**src/rtl/stage_2_multilane.sv**
```systemverilog
// Encoder stage 2: Q15 CDF interval with one-round normalisation, or up to
// BOOL_LANES chained 50% Boolean encodings per beat. Owns the range register,
// serialises Boolean bundles and registers each beat behind valid/ready.
module stage_2_multilane #(
  parameter int unsigned RANGE_WIDTH  = 16,
  parameter int unsigned D_SIZE       = 5,
  parameter int unsigned SYMBOL_WIDTH = 4,
  parameter int unsigned BOOL_LANES   = 3,
  parameter int unsigned MAX_BOOLS    = 6,
  parameter int unsigned CNT_WIDTH    = 3
) (
  input  logic                                       clk,
  input  logic                                       reset,
  input  logic                                       in_init,
  input  logic                                       in_valid,
  output logic                                       in_ready,
  input  logic [CNT_WIDTH-1:0]                       in_bool_count,
  input  logic [MAX_BOOLS*SYMBOL_WIDTH-1:0]          in_symbols,
  input  logic                                       COMP_mux_1,
  input  logic [RANGE_WIDTH-1:0]                     UU,
  input  logic [RANGE_WIDTH-1:0]                     VV,
  input  logic [RANGE_WIDTH-1:0]                     lut_u,
  input  logic [RANGE_WIDTH-1:0]                     lut_v,
  output logic                                       out_valid,
  input  logic                                       out_ready,
  output logic                                       out_cdf,
  output logic                                       out_last,
  output logic                                       out_comp_mux,
  output logic [BOOL_LANES-1:0]                      out_lane_valid,
  output logic [BOOL_LANES-1:0]                      out_symbol,
  output logic [BOOL_LANES*(RANGE_WIDTH+1)-1:0]      out_uv,
  output logic [BOOL_LANES*D_SIZE-1:0]               out_d,
  output logic [BOOL_LANES*RANGE_WIDTH-1:0]          out_initial_range,
  output logic [RANGE_WIDTH-1:0]                     out_range
);

  localparam int unsigned RW  = RANGE_WIDTH;
  localparam int unsigned UVW = RANGE_WIDTH + 1;
  localparam int unsigned PW  = 2 * RANGE_WIDTH;
  localparam int unsigned SW  = MAX_BOOLS * SYMBOL_WIDTH;
  localparam int unsigned UVL = BOOL_LANES * UVW;
  localparam int unsigned DL  = BOOL_LANES * D_SIZE;
  localparam int unsigned IRL = BOOL_LANES * RW;
  localparam logic [RW-1:0]        RANGE_INIT = RW'(1) << (RW - 1);
  localparam logic [CNT_WIDTH-1:0] MAX_CNT    = CNT_WIDTH'(MAX_BOOLS);
  localparam logic [CNT_WIDTH-1:0] LANES_CNT  = CNT_WIDTH'(BOOL_LANES);

  typedef enum logic {IDLE, BOOL_RUN} state_t;

  state_t               state_q;
  logic [RW-1:0]        range_q;
  logic [SW-1:0]        syms_q;
  logic [CNT_WIDTH-1:0] rem_q;
  logic [CNT_WIDTH-1:0] idx_q;

  logic                 adv, accept, load, is_cdf, cdf_beat;
  logic [CNT_WIDTH-1:0] cnt_cl, chunk_cnt, chunk_n, chunk_base;
  logic [SW-1:0]        chunk_syms;
  logic [UVW-1:0]       c_u;
  logic [RW-1:0]        c_vlo, c_raw, c_range;
  logic [D_SIZE-1:0]    c_d;
  logic [BOOL_LANES-1:0] b_lane_valid, b_sym;
  logic [UVL-1:0]       b_uv;
  logic [DL-1:0]        b_d;
  logic [IRL-1:0]       b_ir;
  logic [RW-1:0]        b_range;

  // Leading-zero count; all-zero input yields RANGE_WIDTH.
  function automatic logic [D_SIZE-1:0] lzc(input logic [RANGE_WIDTH-1:0] x);
    logic [D_SIZE-1:0] n;
    n = D_SIZE'(RANGE_WIDTH);
    for (int unsigned i = 0; i < RANGE_WIDTH; i++)
      if (x[i]) n = D_SIZE'(RANGE_WIDTH - 1 - i);
    return n;
  endfunction

  // Handshake, count clamp and selection of the chunk to issue this cycle.
  always_comb begin
    adv        = !out_valid || out_ready;
    in_ready   = (state_q == IDLE) && adv && !in_init;
    accept     = in_valid && in_ready;
    load       = adv && (accept || (state_q == BOOL_RUN));
    cnt_cl     = (in_bool_count > MAX_CNT) ? MAX_CNT : in_bool_count;
    is_cdf     = (cnt_cl == '0);
    cdf_beat   = (state_q == IDLE) && is_cdf;
    chunk_syms = (state_q == IDLE) ? in_symbols : syms_q;
    chunk_base = (state_q == IDLE) ? '0 : idx_q;
    chunk_cnt  = (state_q == IDLE) ? cnt_cl : rem_q;
    chunk_n    = (chunk_cnt > LANES_CNT) ? LANES_CNT : chunk_cnt;
  end

  // CDF interval and single-round normalisation.
  always_comb begin
    c_u     = UVW'((PW'(range_q >> 8) * PW'(UU)) >> 1) + UVW'(lut_u);
    c_vlo   = RW'((PW'(range_q >> 8) * PW'(VV)) >> 1) + lut_v;
    c_raw   = COMP_mux_1 ? (c_u[RW-1:0] - c_vlo) : (range_q - c_vlo);
    c_d     = lzc(c_raw);
    c_range = c_raw << c_d;
  end

  // Chained Boolean lanes; each valid lane feeds its range to the next.
  always_comb begin
    logic [RW-1:0]     r, v, raw;
    logic [D_SIZE-1:0] d;
    logic [SW-1:0]     shifted;
    int unsigned       pos;
    r = range_q;
    v = '0;
    raw = '0;
    d = '0;
    shifted = '0;
    pos = 0;
    b_lane_valid = '0;
    b_sym = '0;
    b_uv = '0;
    b_d = '0;
    b_ir = '0;
    for (int unsigned k = 0; k < BOOL_LANES; k++) begin
      pos     = 32'(chunk_base) + k;
      shifted = chunk_syms >> (pos * SYMBOL_WIDTH);
      v       = ((r >> 8) << 7) + RW'(4);
      raw     = shifted[0] ? v : (r - v);
      if (raw[RW-1])      d = D_SIZE'(0);
      else if (raw[RW-2]) d = D_SIZE'(1);
      else if (raw[RW-3]) d = D_SIZE'(2);
      else                d = D_SIZE'(3);
      if (k < 32'(chunk_n)) begin
        b_lane_valid[k]          = 1'b1;
        b_sym[k]                 = shifted[0];
        b_uv[k*UVW +: UVW]       = {1'b0, v};
        b_d[k*D_SIZE +: D_SIZE]  = d;
        b_ir[k*RW +: RW]         = r;
        r                        = raw << d;
      end
    end
    b_range = r;
  end

  // Output beat, range, FSM and serialisation state; all hold while stalled.
  always_ff @(posedge clk or posedge reset) begin
    if (reset) begin
      state_q           <= IDLE;
      range_q           <= RANGE_INIT;
      syms_q            <= '0;
      rem_q             <= '0;
      idx_q             <= '0;
      out_valid         <= 1'b0;
      out_cdf           <= 1'b0;
      out_last          <= 1'b0;
      out_comp_mux      <= 1'b0;
      out_lane_valid    <= '0;
      out_symbol        <= '0;
      out_uv            <= '0;
      out_d             <= '0;
      out_initial_range <= '0;
      out_range         <= '0;
    end else if (adv) begin
      out_valid <= load;
      if (load) begin
        out_cdf           <= cdf_beat;
        out_last          <= (chunk_cnt <= LANES_CNT);
        out_comp_mux      <= cdf_beat && COMP_mux_1;
        out_lane_valid    <= cdf_beat ? BOOL_LANES'(1) : b_lane_valid;
        out_symbol        <= cdf_beat ? '0 : b_sym;
        out_uv            <= cdf_beat ? UVL'(c_u) : b_uv;
        out_d             <= cdf_beat ? DL'(c_d) : b_d;
        out_initial_range <= cdf_beat ? IRL'(range_q) : b_ir;
        out_range         <= cdf_beat ? c_range : b_range;
        range_q           <= cdf_beat ? c_range : b_range;
      end
      if (state_q == IDLE) begin
        if (in_init) range_q <= RANGE_INIT;
        if (accept && !is_cdf) begin
          syms_q <= in_symbols;
          if (cnt_cl > LANES_CNT) begin
            state_q <= BOOL_RUN;
            rem_q   <= cnt_cl - LANES_CNT;
            idx_q   <= LANES_CNT;
          end
        end
      end else begin
        rem_q <= rem_q - chunk_n;
        idx_q <= idx_q + chunk_n;
        if (rem_q <= LANES_CNT) state_q <= IDLE;
      end
    end
  end

endmodule

```
**config.mk**
```make
export PLATFORM = sky130hd
export DESIGN_NAME = stage_2_multilane
export DESIGN_NICKNAME = d
export VERILOG_FILES = /design/src/rtl/stage_2_multilane.sv
export SDC_FILE = /design/constraint.sdc
export NUM_CORES = 1
export LEC_CHECK = 0
export BUFFER_PORTS_ARGS = -buffer_cell sky130_fd_sc_hd__buf_2
export CAP_MARGIN = 15
export CORE_UTILIZATION = 35
export DETAILED_ROUTE_END_ITERATION = 16
export PLACE_DENSITY = 0.56
export SLEW_MARGIN = 10
export SYNTH_ARGS = -nofsm -noshare
export SYNTH_HDL_FRONTEND = slang
export SYNTH_SLANG_ARGS = --single-unit
```
**constraint.sdc**
```tcl
create_clock -name clk -period 11.1 [get_ports clk]
set_input_delay 2.22 -clock clk [delete_from_list [all_inputs] [get_ports clk]]
set_output_delay 2.22 -clock clk [all_outputs]
set_load 0.02 [all_outputs]
```
**After elaboration in Yosys (flattened, before gate mapping)**

Cells that the tools add are included.

- Register bits: 187
- Output and inout port bits: 141
- Logic and storage cells: 137

- Add/subtract/negate cells: 15
- $mul: 2
- $lt $le $gt $ge: 8
- Shift operators: 7
- Muxes and demuxes: 71
- Bitwise operators: 1
- Reductions and logical operators: 18

Operators by type and width:

| kind | count |
|---|---|
| 16-bit 2-to-1 mux | 17 |
| 5-bit 2-to-1 mux | 19 |
| 16-bit subtractor | 5 |
| 16-bit by 5-bit left shift with 16-bit output | 4 |
| 51-bit 2-to-1 mux | 1 |
| 15-bit by 3-bit adder with 16-bit output, second input constant | 3 |
| 48-bit 2-to-1 mux | 1 |
| 24-bit by 6-bit >> shifter with 1-bit output | 2 |
| 3-bit 2-to-1 mux | 12 |
| 24-bit 2-to-1 mux | 1 |
| 24-bit by 5-bit >> shifter with 1-bit output | 1 |
| 8-bit by 16-bit multiplier with 18-bit output | 1 |
| 17-bit by 16-bit adder with 17-bit output | 1 |
| 8-bit by 16-bit multiplier with 17-bit output | 1 |
| 16-bit adder | 1 |
| 15-bit 2-to-1 mux | 1 |
| 1-bit 2-to-1 mux | 13 |
| 2-bit 2-to-1 mux | 6 |
| 1-bit logical AND | 7 |
| 3-bit by 2-bit > comparator with 1-bit output, second input constant | 2 |
| 3-bit by 2-bit <= comparator with 1-bit output, second input constant | 2 |
| 1-bit by 3-bit < comparator with 1-bit output, first input constant | 2 |
| 3-bit AND reduction | 2 |
| 3-bit by 1-bit adder with 4-bit output, second input constant | 1 |
| other kinds (12) | 16 |

**Depth between registers and ports, before layout**

- Depth after elaboration: 28
- Depth in mapped cells: 47
- Mapped depth without buffers: 42

**Worst setup path before layout**

Ideal clock, no wire load.

- Path type: input-to-reg
- Start: input in_symbols[0]
- End: register out_range[9]
- Arrival time: 9.933 ns
- Data required time: 10.976 ns
- Setup slack: 1.043 ns
- Cell stages on the path: 39
- Buffers on the path: 2
- Path through: nand2b_1 o31a_1 nand2_2 clkbuf_1 o31ai_1 inv_1 o21ai_2 nor2_1 o311ai_0 o21ai_0 o21ai_0 inv_1 ha_1 a21oi_1 nor2_1 nor2_1 a21oi_1 a311o_1 [3 not listed] clkbuf_1 a21oi_1 nand2_1 o21ai_0 mux2_2 o21ai_0 inv_1 ha_1 nand4_1 or2_2 o32a_1 a31o_2 mux2i_2 o31a_2 nor2_4 mux4_2 o21ai_1 nand2_1

- Longest elaborated chain between the ends: 25

RTL lines:

| element | line | text |
|---|---|---|
| start: declaration | 18 | `input logic [MAX_BOOLS*SYMBOL_WIDTH-1:0] in_symbols,` |
| 24-bit 2-to-1 mux (*) | 86 | `chunk_syms = (state_q == IDLE) ? in_symbols : syms_q;` |
| 24-bit by 5-bit >> shifter with 1-bit output | 120 | `shifted = chunk_syms >> (pos * SYMBOL_WIDTH);` |
| 16-bit 2-to-1 mux | 122 | `raw = shifted[0] ? v : (r - v);` |
| 1-bit 2-to-1 mux | 125 | `else if (raw[RW-3]) d = D_SIZE'(2);` |
| 2-bit 2-to-1 mux | 124 | `else if (raw[RW-2]) d = D_SIZE'(1);` |
| 2-bit 2-to-1 mux | 123 | `if (raw[RW-1]) d = D_SIZE'(0);` |
| 16-bit by 5-bit left shift with 16-bit output | 133 | `r = raw << d;` |
| 16-bit 2-to-1 mux | 127 | `if (k < 32'(chunk_n)) begin` |
| [9 not listed] | -- |  |
| 16-bit subtractor | 122 |  |
| 16-bit 2-to-1 mux | 122 |  |
| 1-bit 2-to-1 mux | 125 |  |
| 2-bit 2-to-1 mux | 124 |  |
| 2-bit 2-to-1 mux | 123 |  |
| 16-bit by 5-bit left shift with 16-bit output | 133 |  |
| 16-bit 2-to-1 mux (*) | 127 |  |
| 16-bit 2-to-1 mux (*) | 168 | `out_range <= cdf_beat ? c_range : b_range;` |
| end signal: assignment | 168 |  |
| end: declaration | 34 | `output logic [RANGE_WIDTH-1:0] out_range` |

Every way passes the cells marked *; elsewhere a longest branch is shown, timed or not.
A chain may end at the register's enable or synchronous reset.

**Worst setup path in the final report**

- Start: input in_symbols[0]
- End: register range_q[2]

- Longest elaborated chain between the ends: 28

RTL lines:

| element | line | text |
|---|---|---|
| 24-bit 2-to-1 mux (*) | 86 |  |
| 24-bit by 5-bit >> shifter with 1-bit output | 120 |  |
| 16-bit 2-to-1 mux | 122 |  |
| 1-bit 2-to-1 mux | 125 |  |
| 2-bit 2-to-1 mux | 124 |  |
| 2-bit 2-to-1 mux | 123 |  |
| 16-bit by 5-bit left shift with 16-bit output | 133 |  |
| 16-bit 2-to-1 mux | 127 |  |
| [12 not listed] | -- |  |
| 2-bit 2-to-1 mux | 124 |  |
| 2-bit 2-to-1 mux | 123 |  |
| 16-bit by 5-bit left shift with 16-bit output | 133 |  |
| 16-bit 2-to-1 mux (*) | 127 |  |
| 16-bit 2-to-1 mux (*) | 169 | `range_q <= cdf_beat ? c_range : b_range;` |
| 16-bit 2-to-1 mux (*) | 159 | `if (load) begin` |
| 16-bit 2-to-1 mux | 172 | `if (in_init) range_q <= RANGE_INIT;` |
| 16-bit 2-to-1 mux (*) | 171 | `if (state_q == IDLE) begin` |
| end signal: assignment | 169 |  |
| end: declaration | 51 | `logic [RW-1:0] range_q;` |

Marked as above.

==> impl_metrics.csv <==
group,metric,value,unit
final_layout,final_cells,3205,
final_layout,final_core_util,40.38,%
logic_synthesis,synth_cells,2339,
sta,hold_ws,0.4738,ns
logic_synthesis,syn_area,0.01898,sq mm
logic_synthesis,async_flop_share,100.0,%
clocking,cts.path.max_buffers,2,
global_route,gr-usage-met3,4.406,%
worst_setup_path,timing_worst_setup_path_type,"in2reg",
sta,skew,0.01427,ns
logic_synthesis,synth_top_area_cell,"dfrtp_1",
sta,max_slew_margin,36.24,%
sta,rsz0062_at_grt,"false",
drt,route.vias.total,17860,
drt,dr.pass1.iters,6,
worst_hold_path,hp-class,"reg2reg",
global_route,met1_usage,33.68,%
worst_setup_path,r2r-start,"range_q[9]",
global_route,grt_overflow,0,
drt,avgViaCountPerCell,5.573,
worst_hold_path,holdCritStartpoint,"out_uv[1]",
clocking,cts_sinks,129,
drt,drt_iter0_drc,1637,
clocking,clockRootBuffer,"clkbuf_16",
logic_synthesis,yosysWarnings,0,
global_route,grt_pass1_wl,101700,um
global_route,use_met2,35.94,%
place,gp_congestion,0.9389,
outcome,status,"completed",
sta,maxSlewViolCount,0,
final_layout,drive_gt1_share,16.21,%
global_route,antenna_found_initial,0,
worst_hold_path,holdPathStages,2,
worst_setup_path,rrSetupSlack,0.67,ns
sta,hold_viol,0,
job,cap_violations,0,
clocking,ctsHoldBuffers,0,
drt,drcViolationCount,0,
final_layout,ff_latch_area,0.003229,sq mm
logic_synthesis,synth_top_area_share,16.88,%
sta,worst_pin_slew,0.9565,ns
final_layout,final_common_cell,"nand2_1",
floorplan,initial_utilization,35.75,%
sta,finalSetupViolations,0,
logic_synthesis,synth_flop_cell,"dfrtp_1",
floorplan,ioPinCount,238,
place,dp.cells,3169,
logic_synthesis,synthTopCellsByArea,"dfrtp_1 (17%), fa_1 (15%), ha_1 (8.3%)",
drt,wl,65310,um
worst_setup_path,start_kind,"primary input",
worst_setup_path,cp.buffers_inverters,6,
logic_synthesis,ys_seq_area_share,17.02,%
worst_setup_path,cp-startpoint,"in_symbols[0]",
worst_setup_path,slowest_stage,"or4_4",
place,dp_hpwl,51500,um
logic_synthesis,ys_seq_elements,129,
final_layout,multi_input_area,0.01421,sq mm
place,numPortBuffers,197,
logic_synthesis,synth_cell_types,108,
worst_setup_path,cpPeakStageDelay,0.53,ns
sta,fin_crit,10.49,ns
sta,fin_crit_sh,94.50,%
final_layout,fillers,5414,
worst_setup_path,critical_path.max_fanout,15,
floorplan,core,0.05308,sq mm
worst_setup_path,cp_top_family,"compound AO/OA/AOI/OAI gates",
global_route,grt_util_all_layers,23.60,%
logic_synthesis,avgSynthCellArea,8.113,sq um
worst_setup_path,critPathArrivalTime,10.88,ns
floorplan,die_height,234.9,um
worst_setup_path,reg2reg_depth,40,
clocking,cts_buffers,17,
clocking,h-tree-depth,4,
logic_synthesis,synth_edf_count,0,
sta,max_freq,0.09533,GHz
floorplan,rows,84,
global_route,grt_max_degree,72,
drt,post_drt_wl_per_cell,20.38,um
drt,postRouteAntennaNets,0,
worst_setup_path,crit_path_end_kind,"flip-flop",
worst_hold_path,hold_path_end,"out_uv[1]",
final_layout,n_antenna_cell,0,
clocking,insertion_delay,0.46,ns
sta,tns,0,ns
clocking,clkSlewWorstSetupHoldPaths,0.06,ns
floorplan,die_w,234.9,um
worst_setup_path,timing.rr.end,"range_q[2]",
final_layout,mostFrequentLayoutCells,"nand2_1 (266), inv_1 (239), buf_2 (197)",
global_route,grt.busiest_layer,"met2",
final_layout,area_growth,12.95,%
clocking,cts_tree,"done",
floorplan,dieArea,0.05515,sq mm
global_route,grt_pass1_vias,17490,
final_layout,fin_nets,2869,
worst_setup_path,critical_path_required,11.49,ns
-- worst max path at each step --
stage / endpoint / slack (ns) / depth (start not counted)
global placement: out_range[2] / 0.30 / 38
floorplan: out_range[9] / 1.04 / 39
finish: range_q[2] / 0.61 / 40
global route: range_q[2] / 0.09 / 38
detailed placement: out_range[2] / 0.15 / 35
CTS: range_q[2] / 0.59 / 38
-- per-layer routing --
| layer | up-vias | part of all wire [%] |
|---|---|---|
| met2 | 689 | 44 |
| met3 | 103 | 7.4 |
| li1 | 8314 | - |
| met5 | - | 0 |
| met1 | 8757 | 46 |
| met4 | 0 | 2.8 |
-- cell type report --
| cell class | instances | share of cell area (%) |
|---|---|---|
| Clock inverter | 14 | 0.8406 |
| Sequential cell | 129 | 15.07 |
| Multi-Input combinational cell | 1835 | 66.28 |
| Tap cell | 688 | 4.016 |
| Clock buffer | 18 | 2.049 |
| Timing Repair Buffer | 280 | 7.507 |
| Inverter | 241 | 4.244 |
-- per-stage QoR --
stage	cell area (sq um)	setup slack [ns]
finish	21430	0.6106
global placement	20770	0.3038
floorplan	19060	1.043
detailed placement	20770	0.1542
CTS	21390	0.5889
global route	21430	0.08904
-- registers in the layout (all words and copies together), names as in the netlist, 2 cells and up --
signal / cells
out_lane_valid: 2
out_symbol: 3
idx_q: 3
out_uv: 19
range_q: 16
syms_q: 6
out_d: 9
out_initial_range: 47
out_range: 16
rem_q: 3
-- worst min-delay path, delay by kind of cell, from the launching register on --
| kind | cells | cell delay, ns |
|---|---|---|
| DFF | 1 | 0.34 |
| and+or+nand+nor | 1 | 0.05 |
| AOI/OAI and AO/OA | 1 | 0.05 |
-- logic make-up (layout without fill, tap and decap cells) --
group                      count (synthesis)  after routing  synth area share [%]
AOI/OAI and AO/OA                        626            626                 22.82
xor gates and xnor gates                 112            112                 5.209
adders and majority gates                268            268                 23.29
buffers and inverters                    396            553                 8.822
DFF                                      129            129                 17.02
muxes                                     63             63                 3.679
other                                      1             22               0.01976
and+or+nand+nor                          744            744                 19.15
-- what timing repair did --
item                       4_1_cts  5_1_grt
gates resized for setup          0        3
buffers inserted                 0        4
setup endpoints to repair        0       25
-- cells in the mapped netlist (36+ instances only) --
cell and instances:
a21o_1 42, nor2_1 152, nand2_1 266, nor3_1 36
and2_1 137, buf_4 41, dfrtp_1 128, inv_1 240
fa_1 142, ha_1 126, a21oi_1 162, mux2i_1 38
clkbuf_1 93, a22o_1 37, nand3_1 37, o21ai_0 110
xnor2_1 81
Power is not shown: default switching activity piles up to over one toggle a cycle in this logic, so the estimate is an artifact.
